`src/rtl/ps2_scan_decoder_if.sv`:
```
// Key-event stream from the PS/2 decoder: head-of-FIFO event with valid/ready handshake.
interface ps2_scan_decoder_if;
  logic       ev_valid;
  logic       ev_ready;
  logic [7:0] ev_code;
  logic       ev_ext;
  logic       ev_brk;

  modport master (output ev_valid, ev_code, ev_ext, ev_brk, input ev_ready);
  modport slave  (input ev_valid, ev_code, ev_ext, ev_brk, output ev_ready);
endinterface

```
`src/rtl/ps2_scan_decoder.sv`:
```
// PS/2 keyboard receiver: tick-sampled frame assembly, E0/F0 prefix folding, event FIFO.
// Define PS2_GLITCH_FILTER_EN to require 4 stable ticks before the sampled PS2_CLK changes.
module ps2_scan_decoder #(
  parameter int unsigned SAMPLE_DIV    = 250,
  parameter int unsigned TIMEOUT_TICKS = 4000,
  parameter int unsigned FIFO_DEPTH    = 4
) (
  input  logic               CLK,
  input  logic               RST,
  input  logic               PS2_CLK,
  input  logic               PS2_DATA,
  ps2_scan_decoder_if.master ev,
  output logic               frame_err,
  output logic               overflow,
  output logic               busy
);
  localparam int unsigned DivW = (SAMPLE_DIV > 1) ? $clog2(SAMPLE_DIV) : 1;
  localparam int unsigned TmoW = $clog2(TIMEOUT_TICKS + 1);
  localparam int unsigned PtrW = $clog2(FIFO_DEPTH);

  typedef enum logic [1:0] {StIdle, StRecv, StCheck} state_e;

  logic            clk_s1, clk_s2, dat_s1, dat_s2;
  logic [DivW-1:0] div_q;
  logic            tick_q;
  logic            edge_clk, prev_clk_q, fall;
  state_e          state_q;
  logic [10:0]     shift_q;
  logic [3:0]      cnt_q;
  logic [TmoW-1:0] tmo_q;
  logic            ext_q, brk_q;
  logic            frame_ok, push;
  logic [7:0]      code;

  logic [9:0]      mem [FIFO_DEPTH];
  logic [PtrW-1:0] wr_q, rd_q;
  logic [PtrW:0]   count_q;
  logic            full, pop, do_push;

  always_ff @(posedge CLK) begin
    if (RST) begin
      clk_s1 <= 1'b1;
      clk_s2 <= 1'b1;
      dat_s1 <= 1'b1;
      dat_s2 <= 1'b1;
    end else begin
      clk_s1 <= PS2_CLK;
      clk_s2 <= clk_s1;
      dat_s1 <= PS2_DATA;
      dat_s2 <= dat_s1;
    end
  end

  always_ff @(posedge CLK) begin
    if (RST) begin
      div_q  <= '0;
      tick_q <= 1'b0;
    end else if (div_q == DivW'(SAMPLE_DIV - 1)) begin
      div_q  <= '0;
      tick_q <= 1'b1;
    end else begin
      div_q  <= div_q + DivW'(1);
      tick_q <= 1'b0;
    end
  end

`ifdef PS2_GLITCH_FILTER_EN
  logic       filt_q;
  logic [1:0] run_q;

  // run_q counts consecutive ticks disagreeing with filt_q; the 4th flips it.
  always_ff @(posedge CLK) begin
    if (RST) begin
      filt_q <= 1'b1;
      run_q  <= '0;
    end else if (tick_q) begin
      if (clk_s2 == filt_q) begin
        run_q <= '0;
      end else if (run_q == 2'd3) begin
        filt_q <= clk_s2;
        run_q  <= '0;
      end else begin
        run_q <= run_q + 2'd1;
      end
    end
  end

  assign edge_clk = filt_q;
`else
  assign edge_clk = clk_s2;
`endif

  assign fall     = tick_q & prev_clk_q & ~edge_clk;
  assign code     = shift_q[8:1];
  assign frame_ok = ~shift_q[0] & shift_q[10] & (^shift_q[9:1]);
  assign push     = tick_q && (state_q == StCheck) && frame_ok &&
                    (code != 8'hE0) && (code != 8'hF0);
  assign busy     = (state_q == StRecv);

  always_ff @(posedge CLK) begin
    if (RST) begin
      state_q    <= StIdle;
      prev_clk_q <= 1'b1;
      shift_q    <= '0;
      cnt_q      <= '0;
      tmo_q      <= '0;
      ext_q      <= 1'b0;
      brk_q      <= 1'b0;
      frame_err  <= 1'b0;
    end else begin
      frame_err <= 1'b0;
      if (tick_q) begin
        prev_clk_q <= edge_clk;
        case (state_q)
          StIdle: begin
            if (fall) begin
              shift_q <= {dat_s2, shift_q[10:1]};
              cnt_q   <= 4'd1;
              tmo_q   <= '0;
              state_q <= StRecv;
            end
          end
          StRecv: begin
            tmo_q <= tmo_q + TmoW'(1);
            if (fall) begin
              shift_q <= {dat_s2, shift_q[10:1]};
              cnt_q   <= cnt_q + 4'd1;
            end
            // A completing 11th bit wins over a timeout on the same tick.
            if (fall && cnt_q == 4'd10) begin
              state_q <= StCheck;
            end else if (tmo_q == TmoW'(TIMEOUT_TICKS - 1)) begin
              frame_err <= 1'b1;
              ext_q     <= 1'b0;
              brk_q     <= 1'b0;
              state_q   <= StIdle;
            end
          end
          StCheck: begin
            if (!frame_ok) begin
              frame_err <= 1'b1;
              ext_q     <= 1'b0;
              brk_q     <= 1'b0;
            end else if (code == 8'hE0) begin
              ext_q <= 1'b1;
            end else if (code == 8'hF0) begin
              brk_q <= 1'b1;
            end else begin
              ext_q <= 1'b0;
              brk_q <= 1'b0;
            end
            state_q <= StIdle;
          end
          default: state_q <= StIdle;
        endcase
      end
    end
  end

  assign full    = (count_q == (PtrW + 1)'(FIFO_DEPTH));
  assign pop     = ev.ev_valid && ev.ev_ready;
  assign do_push = push && (!full || pop);

  always_ff @(posedge CLK) begin
    if (do_push) begin
      mem[wr_q] <= {ext_q, brk_q, code};
    end
  end

  always_ff @(posedge CLK) begin
    if (RST) begin
      wr_q     <= '0;
      rd_q     <= '0;
      count_q  <= '0;
      overflow <= 1'b0;
    end else begin
      overflow <= push && full && !pop;
      if (do_push) begin
        wr_q <= wr_q + PtrW'(1);
      end
      if (pop) begin
        rd_q <= rd_q + PtrW'(1);
      end
      case ({do_push, pop})
        2'b10:   count_q <= count_q + (PtrW + 1)'(1);
        2'b01:   count_q <= count_q - (PtrW + 1)'(1);
        default: count_q <= count_q;
      endcase
    end
  end

  assign ev.ev_valid = (count_q != '0);
  assign ev.ev_code  = ev.ev_valid ? mem[rd_q][7:0] : 8'h00;
  assign ev.ev_brk   = ev.ev_valid ? mem[rd_q][8]   : 1'b0;
  assign ev.ev_ext   = ev.ev_valid ? mem[rd_q][9]   : 1'b0;
endmodule

```
`src/flat_wrapper.sv`:
```
// flat-port wrapper written by rule: the top's interface ports become plain ports
module ps2_scan_decoder_flat 
#(
  parameter int unsigned SAMPLE_DIV    = 250,
  parameter int unsigned TIMEOUT_TICKS = 4000,
  parameter int unsigned FIFO_DEPTH    = 4
)
  (CLK, RST, PS2_CLK, PS2_DATA, frame_err, overflow, busy, ev_ev_valid, ev_ev_code, ev_ev_ext, ev_ev_brk, ev_ev_ready);
  ps2_scan_decoder_if ev_i ();
  input  logic CLK;
  input  logic RST;
  input  logic PS2_CLK;
  input  logic PS2_DATA;
  output logic frame_err;
  output logic overflow;
  output logic busy;
  output wire logic [$bits(ev_i.ev_valid)-1:0] ev_ev_valid;
  output wire logic [$bits(ev_i.ev_code)-1:0] ev_ev_code;
  output wire logic [$bits(ev_i.ev_ext)-1:0] ev_ev_ext;
  output wire logic [$bits(ev_i.ev_brk)-1:0] ev_ev_brk;
  input wire logic [$bits(ev_i.ev_ready)-1:0] ev_ev_ready;
  assign ev_ev_valid = ev_i.ev_valid;
  assign ev_ev_code = ev_i.ev_code;
  assign ev_ev_ext = ev_i.ev_ext;
  assign ev_ev_brk = ev_i.ev_brk;
  assign ev_i.ev_ready = ev_ev_ready;
  ps2_scan_decoder #(.SAMPLE_DIV(SAMPLE_DIV), .TIMEOUT_TICKS(TIMEOUT_TICKS), .FIFO_DEPTH(FIFO_DEPTH)) u_core (.CLK(CLK), .RST(RST), .PS2_CLK(PS2_CLK), .PS2_DATA(PS2_DATA), .ev(ev_i), .frame_err(frame_err), .overflow(overflow), .busy(busy));
endmodule
```
`config.mk`:
```
export PLATFORM = sky130hd
export DESIGN_NAME = ps2_scan_decoder_flat
export DESIGN_NICKNAME = d
export VERILOG_FILES = /design/src/rtl/ps2_scan_decoder_if.sv /design/src/rtl/ps2_scan_decoder.sv /design/src/flat_wrapper.sv
export SDC_FILE = /design/constraint.sdc
export NUM_CORES = 1
export LEC_CHECK = 0
export CAP_MARGIN = 20
export CORE_ASPECT_RATIO = 1.5
export CORE_UTILIZATION = 30
export CTS_BUF_LIST = sky130_fd_sc_hd__clkbuf_4
export CTS_CLUSTER_SIZE = 24
export DETAILED_ROUTE_END_ITERATION = 12
export HOLD_SLACK_MARGIN = 0.05
export SYNTH_ARGS = -nofsm -noshare
export SYNTH_HDL_FRONTEND = slang
export SYNTH_SLANG_ARGS = --single-unit
export TNS_END_PERCENT = 10
```
`constraint.sdc`:
```
create_clock -name CLK -period 4.8 [get_ports CLK]
set_input_delay 0.72 -clock CLK [delete_from_list [all_inputs] [get_ports CLK]]
set_output_delay 0.72 -clock CLK [all_outputs]
set_load 0.03 [all_outputs]
```
# After elaboration in Yosys (flattened, before gate mapping)
# Memory sizes are Yosys's and may differ from the RTL's. A register that Yosys moved wholly into a read port is not among the register bits.
# Cells that the tools add are included.
# word_totals
ram_bits	40
out_inout_bits	14
memories	1
regBits	54
inputBits	5
# mem_list
memory	depth	width	read_ports	rd_ports_with_merged_regs	write_ports	line_no	source
u_core.mem	4	10	1	1	1	ps2_scan_decoder.sv:35	logic [9:0] mem [FIFO_DEPTH];
# op_classes
n_mux	32
eq_ne	19
bitwise	7
n_reduce_logical	27
addsub	7
# ops
cell	count
equality test 8 bit (second input constant)	3
one-hot mux 12 bit (2 select lines)	1
2-to-1 mux 1 bit	16
!= test 8 bit (second input constant)	2
adder 12 x 1 -> 12 bit (second input constant)	1
equality test 12 bit (second input constant)	1
2-to-1 mux 12 bit	1
2-to-1 mux 2 bit	5
AND reduction 5 bit	2
logical AND 1 bit	9
AND reduction 3 bit	3
parity 9 bit	1
adder 8 x 1 -> 8 bit (second input constant)	1
2-to-1 mux 4 bit	2
2-to-1 mux 8 bit	1
one-hot mux 4 bit (2 select lines)	1
!= test 2 x 1 -> 1 bit (second input constant)	3
one-hot mux 1 bit (2 select lines)	3
one-hot mux 3 bit (2 select lines)	1
nonzero test 2 bit	3
OR reduction 2 bit	3
adder 2 x 1 -> 2 bit (second input constant)	2
adder 4 x 1 -> 4 bit (second input constant)	1
bitwise AND 1 bit	4
other kinds (17)	22

# Longest topological paths before layout
# depth
ltp_word	9
mapped_depth	12
ltp_nobuf	12

# Worst setup path before layout
# OpenSTA, ideal clock, no wires.
# synth_timing
path_kind	input port to flip-flop
startpoint	input ev_ev_ready
endpoint	register u_core.count_q[2]
path_stages	10
arrival_time_ns	2.755
setup_ns	0.071
required_ns	4.729
n_path_buf	0
setup_slack_ns	1.975
cell_sequence	or4b_2 nand3_1 nor3_4 inv_1 ha_1 inv_1 fa_1 xor2_1 or3_1 a21oi_1
# synth_via
elab_chain_len	5
word_cells_on_any_way	7
classes_between	eq/ne: 2; mux: 1; reduce/logical: 4
# synth_rtl
item	line_no	source
start: declaration	flat_wrapper.sv:21	input wire logic [$bits(ev_i.ev_ready)-1:0] ev_ev_ready;
logical AND 1 bit (*)	ps2_scan_decoder.sv:161	assign pop = ev.ev_valid && ev.ev_ready;
logical OR 1 bit	ps2_scan_decoder.sv:162	assign do_push = push && (!full || pop);
logical AND 1 bit	ps2_scan_decoder.sv:162	
equality test 2 x 1 -> 1 bit / equality test 2 bit (equally long branches)	ps2_scan_decoder.sv:184	case ({do_push, pop})
one-hot mux 3 bit (2 select lines) / nonzero test 2 bit (equally long branches)	n/a	
end signal: assignment	ps2_scan_decoder.sv:185	2'b10: count_q <= count_q + (PtrW + 1)'(1);
end signal: assignment	ps2_scan_decoder.sv:186	2'b01: count_q <= count_q - (PtrW + 1)'(1);
end signal: assignment	ps2_scan_decoder.sv:187	default: count_q <= count_q;
end: declaration	ps2_scan_decoder.sv:37	logic [PtrW:0] count_q;
# Mark *: on every way between the ends. The rest lies on a longest branch, timed or not.
# A chain may end at the register's enable or synchronous reset.

==> flow_metrics.env <==
export IMPL_cts_resized=0
export IMPL_drt_total_wl_mm=7.29
export IMPL_min_path_cells=1
export IMPL_die_w_microns=98.4
export IMPL_p_per_area_nw_per_um2=280
export IMPL_fp_coreArea_sq_um=13500
export IMPL_grt_use_total_pct=10.8
export IMPL_die_height_microns=147
export IMPL_clock_root_buffer="clkbuf_4"
export IMPL_irDropWorstVdd_mv=0.0963
export IMPL_dieArea_sq_um=14400
export IMPL_htreeDepth=3
export IMPL_outcome="finished, violations left"
export IMPL_clk_latency_ns=0.45
export IMPL_hpwl_mm=5.14
export IMPL_synthCells=369
export IMPL_antenna_cells=0
export IMPL_synth_compound_area_share_pct=4.90
export IMPL_crit_path_end_kind="primary output"
export IMPL_cts_sinks=96
export IMPL_grt_pass1_vias=2575
export IMPL_async_reset_ff_share_pct=0
export IMPL_fin_crit_ns=3.30
export IMPL_cts_buffer_depth=2
export IMPL_muxShareOfSynthArea_pct=6.37
export IMPL_cts_buffers=9
export IMPL_yosysWarnings=0
export IMPL_required_ns=4.08
export IMPL_fin_cells=552
export IMPL_cp_arrival_ns=2.58
export IMPL_start_util_pct=30.9
export IMPL_synth_top_family_by_area="simple AND/OR/NAND/NOR gates"
export IMPL_p_total_mw=1.31
export IMPL_cp_depth=3
export IMPL_vias_per_cell=4.74
export IMPL_p_leak_nw=1.57
export IMPL_synth_simple_area_share_pct=18.2
export IMPL_finalClockSkew_ns=0.0204
export IMPL_drt_iter0_markers=113
export IMPL_synth_edf_count=40
export IMPL_first_pass_iters=10
export IMPL_grt_max_degree=25
export IMPL_maxCapViolCount=0
export IMPL_syn_area_sq_um=4180
export IMPL_crit_fanout=10
export IMPL_synth_seq_area_share_pct=55.5
export IMPL_vias=2617
export IMPL_fmax_ghz=0.303
export IMPL_clk_pin_slew_ns=0.14
export IMPL_ys_ff_latch=96
export IMPL_nets=409
export IMPL_grt_pass1_wl_mm=12.3
export IMPL_avgRoutedWirePerCell_microns=13.2
export IMPL_drt_antenna_violating_nets=0
export IMPL_setup_tns_ns=0
export IMPL_portBuffers=18
export IMPL_p_sw_share_pct=22.2
export IMPL_synthDistinctLibCells=45
export IMPL_dp_cells=536
export IMPL_path_buf_inv=1
export IMPL_antenna_found_initial=0
export IMPL_clkPwrFrac_pct=33.6
export IMPL_syn_to_final_growth_pct=11.5
export IMPL_synth_xor_area_share_pct=6.22
export IMPL_io_pins=19
export IMPL_setup_viol=0
export IMPL_cpPeakStageDelay_ns=0.80
export IMPL_row_count=52
export IMPL_ys_flop_type="dfxtp_1"
export IMPL_tightest_slew_ns=0.986
export IMPL_worst_r2r_path_depth=12
export IMPL_violations="design-rule violations"
export IMPL_relSlewSlack_pct=34.1
export IMPL_gpl_final_weighted_congestion=0.690
export IMPL_drive_above_1_share_pct=10.8
export IMPL_postCtsSetupRepairBufs=0
export IMPL_start_kind="flop"
export IMPL_cp_cell_sequence="mux4_2 > and2_1 > clkdlybuf4s50_1"
export IMPL_cts_tree="yes"
export IMPL_drc=2
export IMPL_syn_nets=393
export IMPL_critical_path_class="flop to primary output"
export IMPL_hold_violations=0
export IMPL_cts_hold_buf=0
export IMPL_grt_ovfl_total=0
export IMPL_fillCellCount=1349
export IMPL_internal_power_mw=1.02
export IMPL_finalCritPeriodShare_pct=68.7
export IMPL_synth_adder_area_share_pct=5.86
export IMPL_slew_viol_final=0
export IMPL_worst_path_dominant_cell_family="flip-flops"
export IMPL_rsz0062_at_grt="false"
export IMPL_cp_slowest_cell="dfxtp_1"
export IMPL_avgSynthCellArea_sq_um=11.3
export IMPL_power_switching_mw=0.290
export IMPL_seqPwrFrac_pct=65.0
export IMPL_hp_class="flop to flop"
export IMPL_combPwrFrac_pct=1.4
-- final timing paths --
check,from,to,slack (ns)
max,flop,ev_ev_code[1],1.50
min,u_core.dat_s1,u_core.dat_s2,0.43
max reg2reg,u_core.shift_q[4],u_core.count_q[2],1.78
min reg2reg,u_core.dat_s1,u_core.dat_s2,0.43
-- power groups by stage --
stage               Combinational (mW)  Clock, mW  Sequential, mW
floorplan                       0.0121          0           0.867
global placement                0.0187          0           0.868
detailed placement              0.0189          0           0.868
CTS                             0.0189      0.457           0.850
global route                    0.0206      0.490           0.851
finish                          0.0183      0.440           0.850
-- cell type report --
type                       instances  area [sq um]  area share, %
clock buffer                       9          67.6           1.45
sequential                        96          2320           49.8
clock inverter                     7          76.3           1.64
inverter                          18          67.6           1.45
timing repair buffer              19           188           4.02
multi-input combinational        241          1740           37.3
tap                              162           203           4.34
-- state kept, by name (all words and copies together) (netlist names), 2 cells and up, named ones only --
name            cells
u_core.mem         40
u_core.tmo_q       12
u_core.shift_q     11
u_core.div_q        8
u_core.cnt_q        4
u_core.count_q      3
u_core.rd_q         2
u_core.state_q      2
u_core.wr_q         2
-- cell families (layout without fill, tap and decap cells) --
group	Yosys count	in the layout
adder cells (fa/ha/maj)	19	19
buffers and inverters	32	53
multiplexers	14	14
flip-flops	96	96
AND/OR/NAND/NOR	150	150
XOR/XNOR	25	25
AO/OA/AOI/OAI	33	33
-- synth_stat cells (2+ instances only) --
cell,count,share of area [%]
nor2_1,39,3.5
and2_1,16,2.4
or3_1,4,0.60
inv_1,18,1.6
nand3_1,12,1.4
a21oi_1,19,2.3
xnor2_1,3,0.63
o21ai_0,4,0.48
nand2_1,35,3.1
mux2i_1,3,0.72
nor2b_1,5,0.75
or2_2,6,0.90
xor2_1,19,4.0
clkbuf_1,10,0.90
nand4_1,11,1.6
buf_2,3,0.36
dfxtp_1,56,27
a41o_1,2,0.48
edfxtp_1,40,29
nand2b_1,4,0.60
and3_1,3,0.45
nor3_1,5,0.60
ha_1,18,5.4
mux4_2,10,5.4
nand3b_1,3,0.54
nor4_1,2,0.30
-- placed cells by master (no fill, tap or decap), types with 4 or more instances in the layout --
master / count
a21oi_1: 19
and2_1: 16
clkbuf_4: 9
clkdlybuf4s50_1: 18
dfxtp_1: 56
edfxtp_1: 40
ha_1: 18
inv_1: 18
mux4_2: 10
nand2_1: 35
nand2b_1: 4
nand3_1: 12
nand4_1: 11
nor2_1: 39
nor2b_1: 5
nor3_1: 4
o21ai_0: 4
or2_2: 6
or3_1: 4
xor2_1: 19
-- metrics by stage --
stage	hold WS [ns]	setup WS [ns]	cell area [sq um]	utilization [%]
after floorplan	0.389	1.97	4180	-
after global placement	0.398	1.44	4520	33.4
after detailed placement	0.400	1.34	4520	33.4
after CTS	0.437	1.41	4670	34.5
after global routing	0.446	1.33	4670	34.5
final	0.430	1.50	4670	34.5
-- routing by layer --
metal | wire, microns | vias up | global-route usage (%)
met5 | 0 | - | 0
met4 | 121 | 0 | 4.93
met3 | 153 | 11 | 2.35
met2 | 3890 | 25 | 19.5
met1 | 3130 | 1271 | 12.1
li1 | - | 1310 | -
Power figures use the tool's default switching activity.
